==> src/rtl/acondicionador_entradas.sv <==
// Input conditioner for board switches and buttons: two-flop synchronizer,
// per-input stability debounce, plus per-button press strobe and toggle flag.
module acondicionador_entradas #(
  parameter int N_SWITCH       = 16,
  parameter int N_BOTON        = 4,
  parameter int CUENTA_ESTABLE = 100000
) (
  input  logic                clk_pi,
  input  logic                rst_n_pi,
  input  logic [N_SWITCH-1:0] switch_pi,
  input  logic [N_BOTON-1:0]  boton_pi,
  output logic [N_SWITCH-1:0] switch_po,
  output logic [N_BOTON-1:0]  boton_po,
  output logic [N_BOTON-1:0]  pulso_po,
  output logic [N_BOTON-1:0]  conmutado_po
);

  localparam int N  = N_SWITCH + N_BOTON;
  localparam int CW = $clog2(CUENTA_ESTABLE + 1);
  localparam logic [CW-1:0] CUENTA_MAX = CW'(CUENTA_ESTABLE - 1);

  // Buttons occupy the upper bits so one debounce loop serves every input.
  logic [N-1:0]       sync1_q, sync2_q;
  logic [N-1:0]       estado_q, estado_d;
  logic [CW-1:0]      cuenta_q [N];
  logic [CW-1:0]      cuenta_d [N];
  logic [N_BOTON-1:0] pulso_q, pulso_d;
  logic [N_BOTON-1:0] conmutado_q, conmutado_d;
  logic [N_BOTON-1:0] subida;

  // NOTE: every variable gets a default before any condition, so no latch is inferred.
  always_comb begin
    estado_d = estado_q;
    for (int i = 0; i < N; i++) begin
      cuenta_d[i] = '0;
      if (sync2_q[i] != estado_q[i]) begin
        if (cuenta_q[i] == CUENTA_MAX) begin
          estado_d[i] = sync2_q[i];
        end else begin
          cuenta_d[i] = cuenta_q[i] + CW'(1);
        end
      end
    end

    subida      = estado_d[N-1:N_SWITCH] & ~estado_q[N-1:N_SWITCH];
    pulso_d     = subida;
    conmutado_d = conmutado_q ^ subida;
  end

  // NOTE: state registers use non-blocking assignments so every flop samples pre-edge values.
  always_ff @(posedge clk_pi) begin
    if (!rst_n_pi) begin
      sync1_q     <= '0;
      sync2_q     <= '0;
      estado_q    <= '0;
      pulso_q     <= '0;
      conmutado_q <= '0;
      // NOTE: the counter array is reset too, so a reset discards any partial count.
      for (int i = 0; i < N; i++) begin
        cuenta_q[i] <= '0;
      end
    end else begin
      sync1_q     <= {boton_pi, switch_pi};
      sync2_q     <= sync1_q;
      estado_q    <= estado_d;
      pulso_q     <= pulso_d;
      conmutado_q <= conmutado_d;
      for (int i = 0; i < N; i++) begin
        cuenta_q[i] <= cuenta_d[i];
      end
    end
  end

  assign switch_po    = estado_q[N_SWITCH-1:0];
  assign boton_po     = estado_q[N-1:N_SWITCH];
  assign pulso_po     = pulso_q;
  assign conmutado_po = conmutado_q;

endmodule

==> config.mk <==
export PLATFORM = sky130hd
export DESIGN_NAME = acondicionador_entradas
export DESIGN_NICKNAME = d
export VERILOG_FILES = /design/src/rtl/acondicionador_entradas.sv
export SDC_FILE = /design/constraint.sdc
export NUM_CORES = 1
export LEC_CHECK = 0
export BUFFER_PORTS_ARGS = -buffer_cell sky130_fd_sc_hd__clkbuf_2
export CORE_ASPECT_RATIO = 1.2
export CORE_MARGIN = 10
export CORE_UTILIZATION = 60
export DETAILED_ROUTE_END_ITERATION = 10
export PLACE_DENSITY = 0.77
export SYNTH_ARGS = -nofsm -noshare
export SYNTH_HDL_FRONTEND = slang
export SYNTH_SLANG_ARGS = --single-unit
==> constraint.sdc <==
create_clock -name clk_pi -period 4.7 [get_ports clk_pi]
set_clock_uncertainty 0.1 [all_clocks]
set_input_delay 0.94 -clock clk_pi [delete_from_list [all_inputs] [get_ports clk_pi]]
set_output_delay 0.94 -clock clk_pi [all_outputs]
set_load 0.05 [all_outputs]
== Yosys cells after proc, flatten, opt, wreduce, memory -nomap -nowiden ==
Memories as Yosys holds them, arrays and structs flattened.
Index checks and enable logic that the tools add are counted.
W data, S select, Z words.

* Flip-flop bits (word level): 68
* RAM bits: 340
* Input port bits: 22
* Output and inout bits: 28
* Memories kept: 1

* Add/sub/neg operators: 20
* Equal/unequal tests: 40
* Mux-type cells: 70
* Bitwise gates (word level): 23
* Reduce and logical (&&, ||, !) cells: 16

{| class="wikitable"
|+ Memory list
! memory !! depth !! bits a word !! rd ports !! clocked after Yosys merged registers in !! write ports !! RTL line !! text
|-
| cuenta_q || 20 || 17 || 20 || 0 || 20 || 25 || <nowiki>logic [CW-1:0] cuenta_q [N];</nowiki>
|}

{| class="wikitable"
|+ Operators with widths
! kind !! count
|-
| $mux W17 || 60
|-
| $add A17 B1 Y17 const B || 20
|-
| $eq A17 B17 Y1 const B || 20
|-
| $reduce_and A2 Y1 || 16
|-
| $ne A1 B1 Y1 || 20
|-
| $or A1 B1 Y1 || 20
|-
| $mux W1 || 10
|-
| $and A4 B4 Y4 || 1
|-
| $not A4 Y4 || 1
|-
| $xor A4 B4 Y4 || 1
|}

== Longest topological paths before layout ==
Gate-level depths: netlist of the first run.

* Depth in word-level cells: 5
* Mapped depth: 7

== Worst setup path after synthesis of the first run ==
Ideal clock, no wire load.

* Path type: input to register
* Start: input port rst_n_pi
* End: memory cuenta_q[0][10] (netlist bit)
* Library setup time: 0.065 ns
* Arrival: 2.155 ns
* Required time: 4.535 ns
* Slack: 2.379 ns
* Stages: 5
* Path buffers: 3
* Cells stage by stage: clkbuf_1 > buf_1 > o211ai_1 > clkbuf_1 > nor2_1

{| class="wikitable"
|+ RTL lines
! what !! RTL line !! text
|-
| start, declared || 9 || <nowiki>input logic rst_n_pi,</nowiki>
|-
| end, declared || 25 ||
|}

==> results of run 1 <==
## worst max-delay path, delay by kind of cell (launching register included)
kind                       cells  cell delay, ns
adders and majority gates      1            0.20
DFF                            1            0.39
AOI/OAI and AO/OA              1            0.58
and+or+nand+nor                3            1.06
## worst max-delay path by stage
stage | startpoint | endpoint | depth (start not counted)
final | cuenta_q[0][17] | cuenta_q[0][27] | 5
after global routing | cuenta_q[0][17] | cuenta_q[0][21] | 5
after CTS | cuenta_q[0][17] | cuenta_q[0][27] | 5
after detailed placement | rst_n_pi | cuenta_q[1][3] | 4
after global placement | rst_n_pi | cuenta_q[3][19] | 4
after floorplan | rst_n_pi | cuenta_q[0][10] | 5
## per-stage QoR
step / instances / hold WS [ns] / utilization (%)
after CTS: 2389 / 0.332 / 66.8
after detailed placement: 2318 / 0.317 / 62.4
after global routing: 2389 / 0.350 / 66.8
after floorplan: 1937 / 0.312 / -
after global placement: 2318 / 0.314 / 62.4
final: 2389 / 0.334 / 66.8
## power breakdown
| part | total [µW] | switching [µW] | internal (µW) |
|---|---|---|---|
| clock network | 3010 | 1320 | 1690 |
| registers | 3490 | 12.2 | 3480 |
| logic | 73.0 | 48.6 | 24.4 |
## layer usage
metal	up-vias	wire [µm]	share of wire [%]	track usage, %
met5	-	0	0	0
met4	0	634	2.0	4.88
met3	50	1110	3.4	2.73
met2	203	15600	49	30.9
met1	6297	14800	46	21.5
li1	6883	-	-	-
## kinds of logic after synthesis
| group | after synthesis | share of synthesized area [%] |
|---|---|---|
| AO/OA/AOI/OAI | 77 | 2.83 |
| XOR/XNOR | 293 | 14.7 |
| adder cells (fa/ha/maj) | 20 | 1.43 |
| buffers and inverters | 103 | 2.63 |
| flip-flops | 408 | 46.7 |
| multiplexers | 15 | 0.859 |
| AND/OR/NAND/NOR | 1021 | 30.8 |
## sequential cells by signal, summed over array words and instances (netlist names)
| signal | count |
|---|---|
| pulso_po | 4 |
| estado_q | 20 |
| sync2_q | 20 |
| cuenta_q | 340 |
| conmutado_po | 4 |
| sync1_q | 20 |
## cell type report
class | instances | area (µm²)
multi-input cells | 1426 | 8850
repair buffers | 52 | 268
flip-flops and latches | 408 | 8170
clock inverters | 22 | 146
clock buffers | 49 | 1110
fillers | 2384 | 9560
well taps | 385 | 482
inverters | 47 | 176
## layout by cell type (no fill, tap or decap), types with 17 or more instances in the layout
cell,count
ha_1,20
nor3_1,43
inv_1,47
and2_1,45
and3_1,21
xor2_1,144
nor4_1,71
clkbuf_16,41
and4_1,41
dfxtp_1,408
or4_1,22
or3_1,21
nand2_1,90
xnor2_1,149
a21oi_1,29
o21ai_0,17
nand4_1,128
clkbuf_2,48
nor2_1,344
nand3_1,125
==> results by group, run 1 <==
CTS
  • Insertion delay to the later sink of the worst-skew pair: 0.52 ns
  • Deepest level of the CTS H-tree: 2
  • Total setup buffers inserted after CTS: 0
  • Post-CTS Hold Buffers: 0
  • Number of buffers inserted during clock tree synthesis: 40
  • Clock tree from TritonCTS: done
  • Sink Count: 408
  • Buffer levels on the longest clock path: 3
  • Clock transition at the registers of the reported paths: 0.06 ns
  • Root buf cell: clkbuf_16
  • Number of gates resized after cts: 0

Die
  • Die outline width: 176 µm
  • Vertical die dimension: 207 µm
  • Full die area: 0.0364 mm²
  • Initial cell density of the core: 60.8%
  • Core region area: 0.0288 mm²
  • I/O pins: 50
  • Std-Cell Rows: 68

Pwr
  • P_leak: 0.00611 µW
  • Maximum ir drop on the vdd rail: 307 µV
  • Power density over the cells: 342 mW/mm²
  • Overall power after layout: 6570 µW

Worst setup path
  • Kind of capture point of the worst setup path: flip-flop
  • Kind of launch point of the worst setup path: flip-flop
  • CP Data Required Time: 4.98 ns
  • Critical path start-end classification: reg -> reg
  • Register-to-Register Path Depth: 5
  • Origin of the critical flop-to-flop path: cuenta_q[0][17]
  • Arrival time of data at the critical path endpoint: 2.75 ns
  • Cell with the biggest individual delay on the critical path: or4_1
  • Internal reg-to-reg setup slack: 2.23 ns
  • End of the worst register-to-register path: cuenta_q[0][27]
  • Crit-path cells: ha_1 -> nand3_1 -> or4_1 -> o211ai_2 -> nor2_1
  • Slowest cell delay on critical path: 0.66 ns
  • Crit path max fanout: 16

Yosys
  • Average footprint of a synthesized cell: 9.02 µm²
  • Cell count after synthesis: 1937
  • Area leader, netlist: dfxtp_1
  • Top flip-flop cell by instance count after synthesis: dfxtp_1
  • Top cells by area, synth: dfxtp_1, xnor2_1, nor2_1
  • Top-count cell post-synth: dfxtp_1
  • Sequential fraction of the synthesis area: 46.7%
  • Number of synthesized register bits: 408
  • Most common library cells after synthesis: dfxtp_1, nor2_1, xnor2_1
  • Post-synthesis async set-or-reset flop share: 0%
  • Fraction of post-synthesis cell area in the top cell type by area: 46.7%
  • Count of flip-flops with a built-in enable after synthesis: 0
  • Number of unique standard cell types used by synthesis: 51
  • Post-synthesis cell area: 0.0175 mm²
  • Number of warning messages in the yosys log: 0
  • Post-Syn Nets: 1979

Timing
  • Final Hold Viols: 0
  • Post-route worst setup slack: 2.23 ns
  • Total of endpoints with negative setup slack in the final report: 0
  • Highest attainable clock frequency: 405 MHz
  • Share of the clock period used by the worst path after layout: 52.6%
  • Slew at the pin closest to its max-slew limit: 1.26 ns
  • Sum of negative setup slack: 0 ns
  • Headroom to the max-slew limit: 16.0%
  • Final Max Slew Viols: 0
  • Final min period: 2.47 ns
  • Unrepaired setup endpoints after global routing: no

Finish
  • Post-layout net count: 2017
  • Fraction of final layout cells with drive strength greater than 1: 7.09%
  • Post-route standard cell area excluding fillers: 0.0192 mm²
  • Layout-stage area growth over the synthesis result: 9.83%
  • Ant diodes: 0

Route
  • # DRC: 0
  • Antenna Nets Post-Route: 0
  • Drt first-iter violations: 784
  • Number of vias per cell: 5.62
  • Post-detailed-routing wire length: 32100 µm
  • Number of optimization iterations in the first detailed-route pass: 5
  • Routed WL per cell: 13.5 µm
  • Vias: 13400

GRT
  • Wire length of the first global-routing pass: 56100 µm
  • Via count of the first global-routing pass: 12700
  • Maximum number of pins on one net before global-route repair: 48
  • Total global-route track usage: 17.4%
  • Number of antenna violations at the first check in global routing: 0
  • Total congestion overflow: 0

Place
  • Area after DPL: 0.0179 mm²
  • Final Wtd Congestion: 0.862
  • Pre-CTS WS: 1.90 ns
  • Post-DP HPWL: 21800 µm
  • IO buf count: 49

Job
  • Max-cap check violation count: 0

Run status
  • Result of the run: completed

Worst hold path
  • Worst hold path stage count: 1
  • Worst-case hold path end point: sync2_q[2]
  • Start point of the worst hold path: sync1_q[2]
  • Type of the most critical hold path: reg -> reg
Note: power is estimated with default switching activity, not from simulation.
==> run 2, diff against run 1 <==
--- a/config.mk
+++ b/config.mk
@@ -5,6 +5,7 @@
 export SDC_FILE = /design/constraint.sdc
 export NUM_CORES = 1
 export LEC_CHECK = 0
+export ABC_AREA = 1
 export BUFFER_PORTS_ARGS = -buffer_cell sky130_fd_sc_hd__clkbuf_2
 export CORE_ASPECT_RATIO = 1.2
 export CORE_MARGIN = 10
==> constraint.sdc (replaced) <==
create_clock -name clk_pi -period 2.5 [get_ports clk_pi]
set_clock_uncertainty 0.1 [all_clocks]
set_input_delay 0.5 -clock clk_pi [delete_from_list [all_inputs] [get_ports clk_pi]]
set_output_delay 0.5 -clock clk_pi [all_outputs]
set_load 0.05 [all_outputs]
==> run 2 against run 1 <==
Critical path depth is 4 lower. Area after synthesis rose by 10%. Final cell count increased by 34%. Final area grew 10%. Clock power increased by 110%. Core utilization rose by 0.50 points.
==> results by group, run 2 <==
Place
  • Area after DPL: 0.0198 mm² (was 0.0179 mm²)
  • Final Wtd Congestion: 0.925 (was 0.862)
  • IO buf count: 49 (unchanged)
  • Post-DP HPWL: 27600 µm (was 21800 µm)

Pwr
  • Maximum ir drop on the vdd rail: 601 µV (was 307 µV)
  • Power density over the cells: 609 mW/mm² (was 342 mW/mm²)
  • P_leak: 0.00749 µW (was 0.00611 µW)

CTS
  • Number of gates resized after cts: 0 (unchanged)
  • Total setup buffers inserted after CTS: 0 (unchanged)
  • Deepest level of the CTS H-tree: 2 (unchanged)
  • Root buf cell: clkbuf_16 (unchanged)
  • Number of buffers inserted during clock tree synthesis: 42 (was 40)
  • Insertion delay to the later sink of the worst-skew pair: 0.54 ns (was 0.52 ns)
  • Buffer levels on the longest clock path: 3 (unchanged)
  • Clock tree from TritonCTS: done (unchanged)
  • Clock transition at the registers of the reported paths: 0.06 ns (about the same)
  • Sink Count: 408 (unchanged)
  • Post-CTS Hold Buffers: 0 (unchanged)

GRT
  • Total congestion overflow: 0 (unchanged)
  • Total global-route track usage: 18.9% (was 17.4%)
  • Via count of the first global-routing pass: 15800 (was 12700)
  • Wire length of the first global-routing pass: 66500 µm (was 56100 µm)
  • Maximum number of pins on one net before global-route repair: 35 (was 48)
  • Number of antenna violations at the first check in global routing: 0 (unchanged)

Worst setup path
  • Crit-path cells: clkbuf_2 (was ha_1 -> nand3_1 -> or4_1 -> o211ai_2 -> nor2_1)
  • Cell with the biggest individual delay on the critical path: dfxtp_1 (was or4_1)
  • Critical path start-end classification: reg -> out (was reg -> reg)
  • End of the worst register-to-register path: cuenta_q[3][12] (was cuenta_q[0][27])
  • Critical path buffers and inverters: 1 (was 0)
  • Arrival time of data at the critical path endpoint: 1.30 ns (was 2.75 ns)
  • Worst path top cell family by delay: flip-flops (was simple AND/OR/NAND/NOR gates)
  • CP Data Required Time: 1.90 ns (was 4.98 ns)
  • Crit path to: boton_po[0] (was cuenta_q[0][27])
  • Kind of launch point of the worst setup path: flip-flop (unchanged)
  • Slowest cell delay on critical path: 0.41 ns (was 0.66 ns)
  • Crit path from: estado_q[16] (was cuenta_q[0][17])
  • Internal reg-to-reg setup slack: 0.68 ns (was 2.23 ns)
  • Cell count along the critical path: 1 (was 5)
  • Crit path max fanout: 5 (was 16)
  • Origin of the critical flop-to-flop path: cuenta_q[3][0] (was cuenta_q[0][17])
  • Register-to-Register Path Depth: 8 (was 5)
  • Kind of capture point of the worst setup path: output port (was flip-flop)

Yosys
  • Post-synthesis cell area: 0.0193 mm² (was 0.0175 mm²)
  • Post-synthesis async set-or-reset flop share: 0% (unchanged)
  • XOR/XNOR Fraction of Synth Area: 5.49% (was 14.7%)
  • Synthesized-area fraction occupied by ao, oa, aoi and oai cells: 5.98% (was 2.83%)
  • Adder-cell share of the synthesized area: 1.30% (was 1.43%)
  • Count of flip-flops with a built-in enable after synthesis: 0 (unchanged)
  • Largest family of logic cells by synthesized area: simple AND/OR/NAND/NOR gates (unchanged)
  • Post-Syn Nets: 2753 (was 1979)
  • Multiplexer share of the synthesized area: 0% (was 0.859%)
  • Number of synthesized register bits: 408 (unchanged)
  • Number of warning messages in the yosys log: 0 (unchanged)
  • Top-count cell post-synth: nand2_1 (was dfxtp_1)
  • Area leader, netlist: dfxtp_1 (unchanged)
  • Cell count after synthesis: 2711 (was 1937)
  • Top cells by area, synth: dfxtp_1, nand2_1, nor2_1 (was dfxtp_1, xnor2_1, nor2_1)
  • Top flip-flop cell by instance count after synthesis: dfxtp_1 (unchanged)
  • Average footprint of a synthesized cell: 7.12 µm² (was 9.02 µm²)
  • Number of unique standard cell types used by synthesis: 40 (was 51)
  • Sequential fraction of the synthesis area: 42.3% (was 46.7%)
  • Share of synthesized cell area in and, or, nand and nor gates: 35.9% (was 30.8%)
  • Fraction of post-synthesis cell area in the top cell type by area: 42.3% (was 46.7%)
  • Most common library cells after synthesis: nand2_1, nor2_1, dfxtp_1 (was dfxtp_1, nor2_1, xnor2_1)

Route
  • Number of vias per cell: 5.18 (was 5.62)
  • Routed WL per cell: 11.8 µm (was 13.5 µm)
  • Drt first-iter violations: 807 (was 784)
  • Number of optimization iterations in the first detailed-route pass: 7 (was 5)
  • # DRC: 0 (unchanged)
  • Post-detailed-routing wire length: 38000 µm (was 32100 µm)
  • Vias: 16600 (was 13400)
  • Antenna Nets Post-Route: 0 (unchanged)

Run status
  • Result of the run: completed (unchanged)

Die
  • I/O pins: 50 (unchanged)
  • Full die area: 0.0398 mm² (was 0.0364 mm²)
  • Initial cell density of the core: 61.2% (was 60.8%)
  • Vertical die dimension: 216 µm (was 207 µm)
  • Core region area: 0.0315 mm² (was 0.0288 mm²)
  • Std-Cell Rows: 71 (was 68)
  • Die outline width: 184 µm (was 176 µm)

Finish
  • Register with the most flip-flops: cuenta_q (unchanged)
  • Max FFs per register: 340 (unchanged)
  • Post-route standard cell area excluding fillers: 0.0212 mm² (was 0.0192 mm²)
  • Post-layout net count: 2820 (was 2017)
  • Ant diodes: 0 (unchanged)
  • Layout-stage area growth over the synthesis result: 9.96% (was 9.83%)
  • Fraction of final layout cells with drive strength greater than 1: 9.57% (was 7.09%)
  • Most frequent cells in the layout: nand2_1, nor2_1, dfxtp_1 (was dfxtp_1, nor2_1, xnor2_1)
  • Commonest non-fill, non-tap cell in the layout: nand2_1 (was dfxtp_1)
  • Fill cell instance count of the final layout: 2672 (was 2384)
  • Share of the core filled with cells in the final layout: 67.3% (was 66.8%)

Timing
  • Final Max Slew Viols: 0 (unchanged)
  • Headroom to the max-slew limit: 70.3% (was 16.0%)
  • Total of endpoints with negative setup slack in the final report: 0 (unchanged)
  • Slew at the pin closest to its max-slew limit: 0.442 ns (was 1.26 ns)
  • Share of the clock period used by the worst path after layout: 75.9%
  • Final Hold Viols: 0 (unchanged)
  • Sum of negative setup slack: 0 ns (unchanged)
  • Worst slack on hold paths: 0.0443 ns (was 0.334 ns)
  • Unrepaired setup endpoints after global routing: no (unchanged)
  • Highest attainable clock frequency: 527 MHz
  • Final min period: 1.90 ns

Job
  • Max-cap check violation count: 0 (unchanged)

Worst hold path
  • Type of the most critical hold path: in -> reg (was reg -> reg)
  • Worst hold path stage count: 3 (was 1)
[run 2: how the worst min path moves through the flow]
stage,start,endpoint,slack (ns)
4_1_cts,switch_pi[15],sync1_q[15],0.02
6_report,switch_pi[15],sync1_q[15],0.04
2_1_floorplan,sync1_q[0],sync2_q[0],0.29
3_3_place_gp,sync1_q[15],sync2_q[15],0.29
5_1_grt,switch_pi[14],sync1_q[14],0.04
3_5_place_dp,sync1_q[12],sync2_q[12],0.30
[run 2: final cells by class]
class / count / area [µm²] / area share (%)
Clock buffer: 62 / 1270 / 5.99
Clock inverter: 15 / 125 / 0.590
Inverter: 396 / 1490 / 7.01
Multi-Input combinational cell: 1877 / 9380 / 44.2
Sequential cell: 408 / 8170 / 38.5
Tap cell: 401 / 502 / 2.37
Timing Repair Buffer: 53 / 278 / 1.31
[run 2: stage by stage]
stage               total power [µW]  instances  setup slack, ns
finish                         12900       3212            0.601
global route                   13400       3212            0.520
CTS                            13100       3212            0.569
detailed placement              6870       3135            0.389
global placement                6870       3135            0.445
floorplan                       6830       2711            0.896
[run 2: metal layers]
metal / routed length [µm] / global-route usage, % / vias up / share of wire, %
met5: 0 / 0 / - / 0
met4: 857 / 6.32 / 0 / 2.3
met1: 16800 / 21.9 / 7561 / 44
met2: 18900 / 34.3 / 275 / 50
li1: - / - / 8731 / -
met3: 1490 / 3.23 / 72 / 3.9
[run 2: logic make-up (layout without fill, tap and decap cells)]
logic type,Yosys count,in the layout
simple gates,1520,1520
buf+inv,426,526
flops,408,408
compound gates,216,216
xor+xnor,121,121
fa+ha+maj,20,20
[run 2: where the power goes]
group	internal, µW	total [µW]	leakage (µW)	switching [µW]
clock network	3640	6190	0.000654	2560
logic	48.9	164	0.00354	115
registers	6540	6560	0.00329	23.1
total	10200	12900	0.00749	2690
==> run 3, diff against run 2 <==
--- a/config.mk
+++ b/config.mk
@@ -9,7 +9,7 @@
 export BUFFER_PORTS_ARGS = -buffer_cell sky130_fd_sc_hd__clkbuf_2
 export CORE_ASPECT_RATIO = 1.2
 export CORE_MARGIN = 10
-export CORE_UTILIZATION = 60
+export CORE_UTILIZATION = 57
 export DETAILED_ROUTE_END_ITERATION = 10
 export PLACE_DENSITY = 0.77
 export SYNTH_ARGS = -nofsm -noshare
==> constraint.sdc (replaced) <==
create_clock -name clk_pi -period 1.66 [get_ports clk_pi]
set_clock_uncertainty 0.1 [all_clocks]
set_input_delay 0.332 -clock clk_pi [delete_from_list [all_inputs] [get_ports clk_pi]]
set_output_delay 0.332 -clock clk_pi [all_outputs]
set_load 0.05 [all_outputs]
==> run 3 against run 2 <==
Register-to-register slack worse by 0.63 ns. Die area rose by 4.7%. Count of clock-buffer cells in the layout is 1 lower. Core utilization increased by 0.78 points. Non-clock buffer count grew 68. Setup slack lost 0.56 ns. Global-route usage shrank 0.31 points. Highest routed layer unchanged.
==> results by group, run 3 (synthesized netlist as in run 2, its figures left out) <==
Run status
  • Result of the run: completed (unchanged)

Die
  • Full die area: 0.0416 mm² (was 0.0398 mm²)
  • Die outline width: 188 µm (was 184 µm)
  • Vertical die dimension: 222 µm (was 216 µm)
  • I/O pins: 50 (unchanged)
  • Initial cell density of the core: 58.0% (was 61.2%)
  • Core region area: 0.0332 mm² (was 0.0315 mm²)
  • Std-Cell Rows: 73 (was 71)

Finish
  • Max FFs per register: 340 (unchanged)
  • Filler-free cell count of the finished design: 3344 (was 3212)
  • Fraction of final layout cells with drive strength greater than 1: 14.0% (was 9.57%)
  • Area occupied by registers: 0.00819 mm² (was 0.00817 mm²)
  • Register with the most flip-flops: cuenta_q (unchanged)
  • Area of the multi-input gates: 0.00983 mm² (was 0.00938 mm²)
  • Commonest non-fill, non-tap cell in the layout: nand2_1 (unchanged)
  • Fill cell instance count of the final layout: 2726 (was 2672)
  • Layout-stage area growth over the synthesis result: 17.3% (was 9.96%)
  • Ant diodes: 0 (unchanged)
  • Most frequent cells in the layout: nand2_1, nor2_1, dfxtp_1 (unchanged)
  • Post-layout net count: 2902 (was 2820)

Worst setup path
  • Critical path start-end classification: reg -> out (unchanged)
  • Slowest cell delay on critical path: 0.42 ns (was 0.41 ns)
  • Cell count along the critical path: 1 (unchanged)
  • Arrival time of data at the critical path endpoint: 1.19 ns (was 1.30 ns)
  • Kind of capture point of the worst setup path: output port (unchanged)
  • Kind of launch point of the worst setup path: flip-flop (unchanged)
  • Critical path buffers and inverters: 1 (unchanged)
  • Crit path max fanout: 4 (was 5)
  • Register-to-Register Path Depth: 9 (was 8)
  • CP Data Required Time: 1.23 ns (was 1.90 ns)
  • Worst path top cell family by delay: flip-flops (unchanged)
  • Cell with the biggest individual delay on the critical path: dfxtp_1 (unchanged)
  • Crit-path cells: clkbuf_8 (was clkbuf_2)

CTS
  • Clock tree from TritonCTS: done (unchanged)
  • Number of buffers inserted during clock tree synthesis: 44 (was 42)
  • Root buf cell: clkbuf_16 (unchanged)
  • Deepest level of the CTS H-tree: 2 (unchanged)
  • Sink Count: 408 (unchanged)
  • Buffer levels on the longest clock path: 3 (unchanged)
  • Clock transition at the registers of the reported paths: 0.06 ns (about the same)
  • Insertion delay to the later sink of the worst-skew pair: 0.54 ns (about the same)

Timing
  • Highest attainable clock frequency: 616 MHz
  • Slew at the pin closest to its max-slew limit: 0.595 ns (was 0.442 ns)
  • Worst slack on hold paths: 0.133 ns (was 0.0443 ns)
  • Share of the clock period used by the worst path after layout: 97.7%
  • Headroom to the max-slew limit: 60.3% (was 70.3%)
  • Sum of negative setup slack: 0 ns (unchanged)
  • Final min period: 1.62 ns
  • Total of endpoints with negative setup slack in the final report: 0 (unchanged)
  • Final Max Slew Viols: 0 (unchanged)
  • Final Hold Viols: 0 (unchanged)

GRT
  • Via count of the first global-routing pass: 16600 (was 15800)
  • Wire length of the first global-routing pass: 69600 µm (was 66500 µm)
  • Maximum number of pins on one net before global-route repair: 23 (was 35)
  • Total congestion overflow: 0 (unchanged)
  • Number of antenna violations at the first check in global routing: 0 (unchanged)
  • Total global-route track usage: 18.6% (was 18.9%)

Route
  • Number of optimization iterations in the first detailed-route pass: 5 (was 7)
  • Number of vias per cell: 5.18 (about the same)
  • Antenna Nets Post-Route: 0 (unchanged)
  • Vias: 17300 (was 16600)
  • # DRC: 0 (unchanged)
  • Drt first-iter violations: 948 (was 807)
  • Routed WL per cell: 12.4 µm (was 11.8 µm)
  • Post-detailed-routing wire length: 41500 µm (was 38000 µm)

Place
  • Final Wtd Congestion: 0.931 (was 0.925)
  • IO buf count: 49 (unchanged)
  • Post-DP HPWL: 28300 µm (was 27600 µm)
  • Placed Instances: 3221 (was 3135)

Pwr
  • P_leak: 0.00797 µW (was 0.00749 µW)
  • Power density over the cells: 891 mW/mm² (was 609 mW/mm²)
  • Maximum ir drop on the vdd rail: 924 µV (was 601 µV)

Job
  • Max-cap check violation count: 0 (unchanged)

Worst hold path
  • Worst hold path stage count: 4 (was 3)
  • Type of the most critical hold path: in -> reg (unchanged)
## run 3: cell types whose count changed in the layout (fill, tap and decap cells not counted), moves of 12 or more
cell / change
clkbuf_8: +12
clkbuf_2: -25
nor2_1: -15
dlygate4sd3_1: +20
nor2_4: +12
dfxtp_1: -20
dfxtp_2: +20
nand3_1: -12
buf_4: +47
## run 3: tightest hold or removal path, stage by stage
cell and delay [ns]:
buf_4 0.14, buf_12 0.16, nand2_1 0.06, inv_1 0.03
## run 3: path summary, 6_finish.rpt
check                                     from        endpoint  slack (ns)
worst max-delay path               estado_q[6]    switch_po[6]        0.04
worst min-delay path                  rst_n_pi     sync2_q[14]        0.13
worst max register to register  cuenta_q[3][1]  cuenta_q[3][9]        0.05
worst min register to register     sync1_q[10]     sync2_q[10]        0.31
## run 3: routing by layer
| metal | part of all wire, % | GRT usage, % | vias to the layer above |
|---|---|---|---|
| met2 | 51 | 34.7 | 381 |
| met4 | 2.4 | 6.05 | 0 |
| met3 | 4.1 | 2.99 | 103 |
| met1 | 43 | 20.9 | 7928 |
| met5 | 0 | 0 | - |
| li1 | - | - | 8921 |
## run 3: final cells by class
cell class | instances | area share, %
Clock inverter | 19 | 0.951
Sequential cell | 408 | 36.2
Clock buffer | 61 | 5.64
Multi-Input combinational cell | 1888 | 43.5
Timing Repair Buffer | 121 | 4.57
Tap cell | 450 | 2.49
Inverter | 396 | 6.65
Timing Repair inverter | 1 | 0.0221
## run 3: stage by stage
stage / setup WS (ns) / utilization, % / cell area (µm²) / total power [µW]
final: 0.0376 / 68.0 / 22600 / 20200
after global routing: -0.0527 / 68.0 / 22600 / 20800
after CTS: 0.00125 / 66.3 / 22100 / 20400
after detailed placement: -0.0227 / 60.8 / 20200 / 10400
after global placement: 0.0297 / 60.8 / 20200 / 10400
after floorplan: 0.0561 / - / 19300 / 10300
## run 3: what timing repair did
| action | 4_1_cts | 5_1_grt |
|---|---|---|
| cloned | 0 | 12 |
| resized for setup | 43 | 116 |
| pin swaps | 0 | 31 |
| hold buffers | 20 | 0 |
| setup buffers | 0 | 11 |
| hold endpoints to repair | 20 | 0 |
| setup endpoints to repair | 60 | 276 |
## run 3: power by group
part	total, µW	switching (µW)	internal, µW
combinational	345	208	136
clock	9920	3910	6010
sequential	9890	38.1	9850
total	20200	4160	16000
